`config.mk`:
```
export PLATFORM = sky130hd
export DESIGN_NAME = exec_mem_unit
export DESIGN_NICKNAME = d
export VERILOG_FILES = /design/src/rtl/exec_pkg.sv /design/src/rtl/exec_mem_unit_alu_ctrl_dec.sv /design/src/rtl/exec_mem_unit.sv
export SDC_FILE = /design/constraint.sdc
export NUM_CORES = 2
export LEC_CHECK = 0
export BUFFER_PORTS_ARGS = -buffer_cell sky130_fd_sc_hd__buf_2
export CAP_MARGIN = 0
export CORE_MARGIN = 8
export CORE_UTILIZATION = 40
export CTS_CLUSTER_DIAMETER = 120
export DETAILED_ROUTE_END_ITERATION = 10
export SLEW_MARGIN = 20
export SYNTH_ARGS = -nofsm -noshare
export SYNTH_HDL_FRONTEND = slang
export SYNTH_SLANG_ARGS = --single-unit
```
`constraint.sdc`:
```
create_clock -name clock -period 16.9 [get_ports clock]
set_clock_uncertainty 0.05 [all_clocks]
set_input_delay 2.535 -clock clock [delete_from_list [all_inputs] [get_ports clock]]
set_output_delay 2.535 -clock clock [all_outputs]
set_load 0.01 [all_outputs]
```
`src/rtl/exec_pkg.sv`:
```
// Shared definitions for the execute/memory slice.
//   - ALU operation codes driven on the 3-bit op bus
//   - main-control ALUOp encodings
//   - R-type funct codes recognised by the ALU control decoder
package exec_pkg;

    localparam logic [2:0] OP_AND = 3'b000;
    localparam logic [2:0] OP_OR  = 3'b001;
    localparam logic [2:0] OP_ADD = 3'b010;
    localparam logic [2:0] OP_SUB = 3'b110;
    localparam logic [2:0] OP_SLT = 3'b111;

    localparam logic [1:0] ALUOP_ADD   = 2'b00;
    localparam logic [1:0] ALUOP_SUB   = 2'b01;
    localparam logic [1:0] ALUOP_FUNCT = 2'b10;
    localparam logic [1:0] ALUOP_OR    = 2'b11;

    localparam logic [5:0] FUNCT_ADD = 6'b100000;
    localparam logic [5:0] FUNCT_SUB = 6'b100010;
    localparam logic [5:0] FUNCT_AND = 6'b100100;
    localparam logic [5:0] FUNCT_OR  = 6'b100101;
    localparam logic [5:0] FUNCT_SLT = 6'b101010;

endpackage

```
`src/rtl/exec_mem_unit_alu_ctrl_dec.sv`:
```
// ALU control decoder.
// Ports:
//   alu_op  in  2  main-control ALUOp
//   funct   in  6  instruction[5:0]
//   op      out 3  decoded ALU operation
// Unrecognised funct codes fall back to ADD.
module alu_ctrl_dec
    import exec_pkg::*;
(
    input  logic [1:0] alu_op,
    input  logic [5:0] funct,
    output logic [2:0] op
);

    always_comb begin
        op = OP_ADD;
        unique case (alu_op)
            ALUOP_ADD: op = OP_ADD;
            ALUOP_SUB: op = OP_SUB;
            ALUOP_OR:  op = OP_OR;
            ALUOP_FUNCT: begin
                case (funct)
                    FUNCT_ADD: op = OP_ADD;
                    FUNCT_SUB: op = OP_SUB;
                    FUNCT_AND: op = OP_AND;
                    FUNCT_OR:  op = OP_OR;
                    FUNCT_SLT: op = OP_SLT;
                    default:   op = OP_ADD;
                endcase
            end
            default: op = OP_ADD;
        endcase
    end

endmodule

```
`src/rtl/exec_mem_unit.sv`:
```
// Execute + memory slice of a single-cycle MIPS-style datapath.
// Ports:
//   clock       in   1   rising-edge clock
//   reset       in   1   synchronous active-low; clears the data memory
//   alu_op      in   2   main-control ALUOp
//   funct       in   6   instruction[5:0]
//   src_a       in   32  ALU operand A
//   src_b       in   32  ALU operand B
//   mem_read    in   1   data-memory read enable
//   mem_write   in   1   data-memory write enable
//   write_data  in   32  store data
//   op          out  3   decoded ALU operation
//   alu_result  out  32  ALU result, also the memory byte address
//   zero        out  1   alu_result == 0
//   carry_out   out  1   ALU carry (for SUB: 1 = no borrow)
//   read_data   out  32  memory read data, 0 when mem_read is low
// The memory array holds no power-up initialiser; the system is expected to
// assert reset once after power-up, which leaves every word at zero.
module exec_mem_unit
    import exec_pkg::*;
#(
    parameter int DEPTH = 64,
    parameter int AW    = 6
) (
    input  logic        clock,
    input  logic        reset,
    input  logic [1:0]  alu_op,
    input  logic [5:0]  funct,
    input  logic [31:0] src_a,
    input  logic [31:0] src_b,
    input  logic        mem_read,
    input  logic        mem_write,
    input  logic [31:0] write_data,
    output logic [2:0]  op,
    output logic [31:0] alu_result,
    output logic        zero,
    output logic        carry_out,
    output logic [31:0] read_data
);

    logic [32:0]   sum_ext;
    logic [32:0]   diff_ext;
    logic [AW-1:0] word_idx;
    logic [31:0]   mem [DEPTH];

    alu_ctrl_dec u_alu_ctrl_dec (
        .alu_op (alu_op),
        .funct  (funct),
        .op     (op)
    );

    // Subtraction as A + ~B + 1 so the carry reads as "no borrow".
    assign sum_ext  = {1'b0, src_a} + {1'b0, src_b};
    assign diff_ext = {1'b0, src_a} + {1'b0, ~src_b} + 33'd1;

    always_comb begin
        alu_result = 32'h0;
        carry_out  = 1'b0;
        case (op)
            OP_AND: alu_result = src_a & src_b;
            OP_OR:  alu_result = src_a | src_b;
            OP_ADD: {carry_out, alu_result} = sum_ext;
            OP_SUB: {carry_out, alu_result} = diff_ext;
            OP_SLT: alu_result = {31'b0, $signed(src_a) < $signed(src_b)};
            default: begin
                alu_result = 32'h0;
                carry_out  = 1'b0;
            end
        endcase
    end

    assign zero = (alu_result == 32'h0);

    // Byte address; low two bits and bits above the array size are dropped,
    // so addresses alias modulo DEPTH*4.
    assign word_idx = alu_result[AW+1:2];

    always_ff @(posedge clock) begin
        if (!reset) begin
            for (int i = 0; i < DEPTH; i++) begin
                mem[i] <= 32'h0;
            end
        end else if (mem_write) begin
            mem[word_idx] <= write_data;
        end
    end

    assign read_data = mem_read ? mem[word_idx] : 32'h0;

endmodule

```
==> flow_results.org <==
** Timing
- Hold is met by 2150 ps.
- Final setup violation count :: 0
- Max transition margin :: 11.7%
- The total count of hold-check failures in the final report is 0.
- PnR worst setup slack :: 4850 ps
- Setup tns final :: 0 ps
- Based on the critical path, the design can be clocked at up to 83.0 MHz.
- Period Utilization, post-route :: 71.3%
- Setup repair after global routing left no endpoint under its margin.
- Period minus WS final :: 12,050 ps
- At the pin with the least slew margin, the transition time is 1310 ps.
- The number of pins exceeding their max-slew limit in the final report came to 0.

** Run
- The tool flagged a number of max-cap violations equal to 0.

** Synthesis
- After synthesis, the mean cell area works out to 11.7 um^2.
- Post-synthesis compound-gate area fraction :: 10.2%
- In the synthesized netlist the dominant register cell turns out to be sky130_fd_sc_hd__edfxtp_1.
- Fraction of synthesized cell area in xor and xnor cells :: 0.0999%
- Count of flip-flops with a built-in enable after synthesis :: 2,048
- After synthesis the cells add up to 96,500 um^2.
- Proportion of synthesized flip-flops having asynchronous set or reset :: 0%
- By area, the combinational part of the netlist is dominated by simple AND/OR/NAND/NOR gates.
- Counting every net in the synthesized netlist gives 8,417.
- Share of synthesized area spent on multiplexers :: 0.488%
- Synthesis instantiated 90 different standard cells from the library.
- Adder-cell area share of the yosys netlist :: 1.29%
- In the synthesized netlist, the number of instances is 8,211.
- Share of synthesized cell area in and, or, nand and nor gates :: 20.5%
- Synthesis inferred 2,048 register bits.
- Warnings, synthesis :: 0
- Part of the Yosys area used for sequential elements :: 63.8%

** Setup path
- Crit path kind :: in2out
- The worst setup path is launched from a primary input.
- For the worst setup path, the data arrival time is 9470 ps.
- Crit Path Max Fanout :: 91
- Worst EP required :: 14,320 ps
- Kind of end point of the critical path :: output pin

** Clocking
- Hold-fix buffers at CTS :: 0
- Number of buffers between clock root and the deepest sink :: 3
- CTS built an H-tree with a depth of 4.
- TritonCTS built the clock tree.
- Number of clock sinks seen by CTS :: 2,048
- Number of buffers inserted by post-CTS setup repair :: 0
- After clock tree synthesis, the repair step resized 0 gates.
- Clock root buffer :: sky130_fd_sc_hd__clkbuf_16
- After clock tree synthesis, the clock-pin slew on the worst setup and hold paths is 60 ps.
- Counting the buffers created by CTS gives 212.

** Final layout
- The register with the most flip-flops in the layout has 2,048 of them.
- Excluding fillers, the count of instances in the completed layout stands at 11,500.
- Final design instance area without fill :: 109,000 um^2
- Of the cells placed in the final design, the portion with a size suffix greater than 1 is 11.8%.
- After filler insertion, the fill cell instance count of the layout stands at 21,800.
- Multi-input combinational cell area :: 32,800 um^2
- Final-stage net count :: 8,294
- In the final layout, the registers with the most flip-flops are mem: 2048 flops.
- Relative to the synthesized area, the layout overhead comes to 12.6%.
- Register ranked first by flip-flop count :: mem
- For this run, the share of the core covered by cells in the final layout is 45.2%.
- The sequential cells in the finished layout cover a total of 61,500 um^2.

** Detailed routing
- The first detailed-routing pass took 6 iterations.
- The detailed router finished its first iteration with 12,400 violations.
- Post-DR wirelength/cell :: 34.6 um
- Total routed wirelength :: 398,000 um
- Number of routed nets with antenna violations :: 0
- Summing over every cut layer, the via total after detailed routing is 72,200.
- Dividing the detail-routed via count by the number of cells gives 6.28.
- DRC :: 0

** Status
- The flow ran to the end, and the final reports show no timing, DRC or antenna violations.

** Hold path
- Kind of path behind the tightest hold check :: in2reg

** Die
- Placeable core region :: 240,000 um^2
- From bottom edge to top edge, the die measures 507 um.
- During I/O placement, the number of pins put on the boundary was 177.
- From left edge to right edge, the die measures 507 um.
- The initial utilization of the core area, before any placement, comes to 40.2%.
- Full die area :: 257,000 um^2
- Number of rows in the core area :: 180

** GRT
- Total overflow reported by the global router :: 0
- Vias in the first global route :: 67,600
- The number of antenna violations at the first check in global routing came to 47.
- First-pass GRT wire length :: 548,000 um
- Global routing consumed, over all layers together, 29.7% of the routing resources.
- Entering global routing, the biggest net connects 111 pins.

** Power and ir drop
- Combinational share of power :: 19.4%
- Lkg Pwr :: 38.2 nW
- Share of power burned in registers :: 45.4%
- Cell internal power was estimated by the tool at 9.02 mW.
- Portion of total power attributed to the clock network :: 35.2%
- Switch share :: 31.3%
- Maximum vdd drop :: 0.124 mV
- Overall power of the completed layout :: 13.1 mW
- Summed over all nets, the switching power comes to 4.10 mW.
- Power per standard cell area :: 121 nW/um^2

** Placement
- The congestion estimate from routability-driven global placement came to 0.977.
- Prior to clock tree synthesis, the placed netlist has a worst setup slack of 5100 ps.
- Detailed placer's ending HPWL :: 231,000 um
- Total placed cells including tap cells :: 11,100
- Area after detailed placement :: 102,000 um^2
- During placement, the flow inserted port buffers numbering 176.
cell type report:
cell class,instances,share of cell area (%)
Tap cell,3185,3.67
Sequential cell,2048,56.6
Clock inverter,121,0.915
Antenna cell,36,0.0829
Inverter,104,0.378
Clock buffer,274,5.20
Multi-Input combinational cell,5262,30.2
Timing Repair Buffer,460,2.95
critical path, cell delays in order:
cell and delay, ps:
sky130_fd_sc_hd__buf_2 110, sky130_fd_sc_hd__inv_1 50, sky130_fd_sc_hd__ha_1 410, sky130_fd_sc_hd__a21oi_1 230, sky130_fd_sc_hd__nand2_1 140, sky130_fd_sc_hd__xor2_1 170
sky130_fd_sc_hd__a2111o_1 610, sky130_fd_sc_hd__nor2_4 130, sky130_fd_sc_hd__buf_4 450, sky130_fd_sc_hd__inv_8 320, sky130_fd_sc_hd__buf_12 330, sky130_fd_sc_hd__nand2_4 680
sky130_fd_sc_hd__buf_12 490, sky130_fd_sc_hd__o22ai_1 140, sky130_fd_sc_hd__a21oi_1 650, sky130_fd_sc_hd__o22ai_1 460, sky130_fd_sc_hd__nor4_1 1100, sky130_fd_sc_hd__buf_2 300
power by group through the flow:
stage	logic (mW)	registers [mW]	clock network, mW
2_1_floorplan	1.12	6.05	0
3_3_place_gp	2.41	6.06	0
3_5_place_dp	2.42	6.06	0
4_1_cts	2.43	5.96	4.61
5_1_grt	2.55	5.98	4.79
6_report	2.54	5.96	4.62
kinds of logic (layout without fill, tap and decap cells):
| group | count (synthesis) | in the layout |
|---|---|---|
| AND/OR/NAND/NOR | 3634 | 3634 |
| flip-flops | 2048 | 2048 |
| AO/OA/AOI/OAI | 1473 | 1473 |
| buffers and inverters | 901 | 959 |
| adder cells (fa/ha/maj) | 98 | 98 |
| multiplexers | 46 | 46 |
| XOR/XNOR | 11 | 11 |
| other | 0 | 36 |
cells in the mapped netlist (45+ instances only):
master / n / area share, %
sky130_fd_sc_hd__nand2_1: 727 / 2.8
sky130_fd_sc_hd__and2_1: 2056 / 13
sky130_fd_sc_hd__nand3_1: 211 / 1.1
sky130_fd_sc_hd__buf_2: 138 / 0.72
sky130_fd_sc_hd__edfxtp_1: 2048 / 64
sky130_fd_sc_hd__nor4_1: 52 / 0.34
sky130_fd_sc_hd__buf_1: 92 / 0.36
sky130_fd_sc_hd__o22a_1: 48 / 0.44
sky130_fd_sc_hd__a31oi_1: 121 / 0.78
sky130_fd_sc_hd__o211ai_1: 72 / 0.56
sky130_fd_sc_hd__a21oi_1: 180 / 0.93
sky130_fd_sc_hd__o221ai_1: 104 / 0.94
sky130_fd_sc_hd__clkbuf_1: 563 / 2.2
sky130_fd_sc_hd__inv_1: 99 / 0.39
sky130_fd_sc_hd__nor2_1: 370 / 1.4
sky130_fd_sc_hd__o21ai_0: 222 / 1.2
sky130_fd_sc_hd__ha_1: 96 / 1.2
sky130_fd_sc_hd__o22ai_1: 442 / 2.9
sky130_fd_sc_hd__o31ai_1: 45 / 0.35
sky130_fd_sc_hd__nor3_1: 100 / 0.52
layer usage:
metal	share of wire, %	global-route usage (%)	vias to the layer above
met3	13	8.16	1006
li1	-	-	29400
met2	43	44.1	5705
met5	0.031	0	-
met1	37	39.0	36100
met4	6.9	17.7	18
worst paths after layout:
check / start / to / slack [ps] / cells after the start
worst min-delay path: reset / mem[4][19] / 2150 / 2
worst max-delay path: src_a[2] / read_data[20] / 4850 / 18
cell usage in the layout (no fill, tap or decap), types with 146 or more instances in the layout:
master	netlist	routed
sky130_fd_sc_hd__nor2_1	370	299
sky130_fd_sc_hd__buf_4	3	267
sky130_fd_sc_hd__edfxtp_1	2048	2048
sky130_fd_sc_hd__and2_1	2056	2056
sky130_fd_sc_hd__clkbuf_16	0	217
sky130_fd_sc_hd__buf_2	138	177
sky130_fd_sc_hd__o21ai_0	222	146
sky130_fd_sc_hd__a21oi_1	180	177
sky130_fd_sc_hd__o22ai_1	442	441
sky130_fd_sc_hd__nand2_1	727	715
sky130_fd_sc_hd__nand3_1	211	194
No activity file was read; power rests on OpenSTA's default activity.
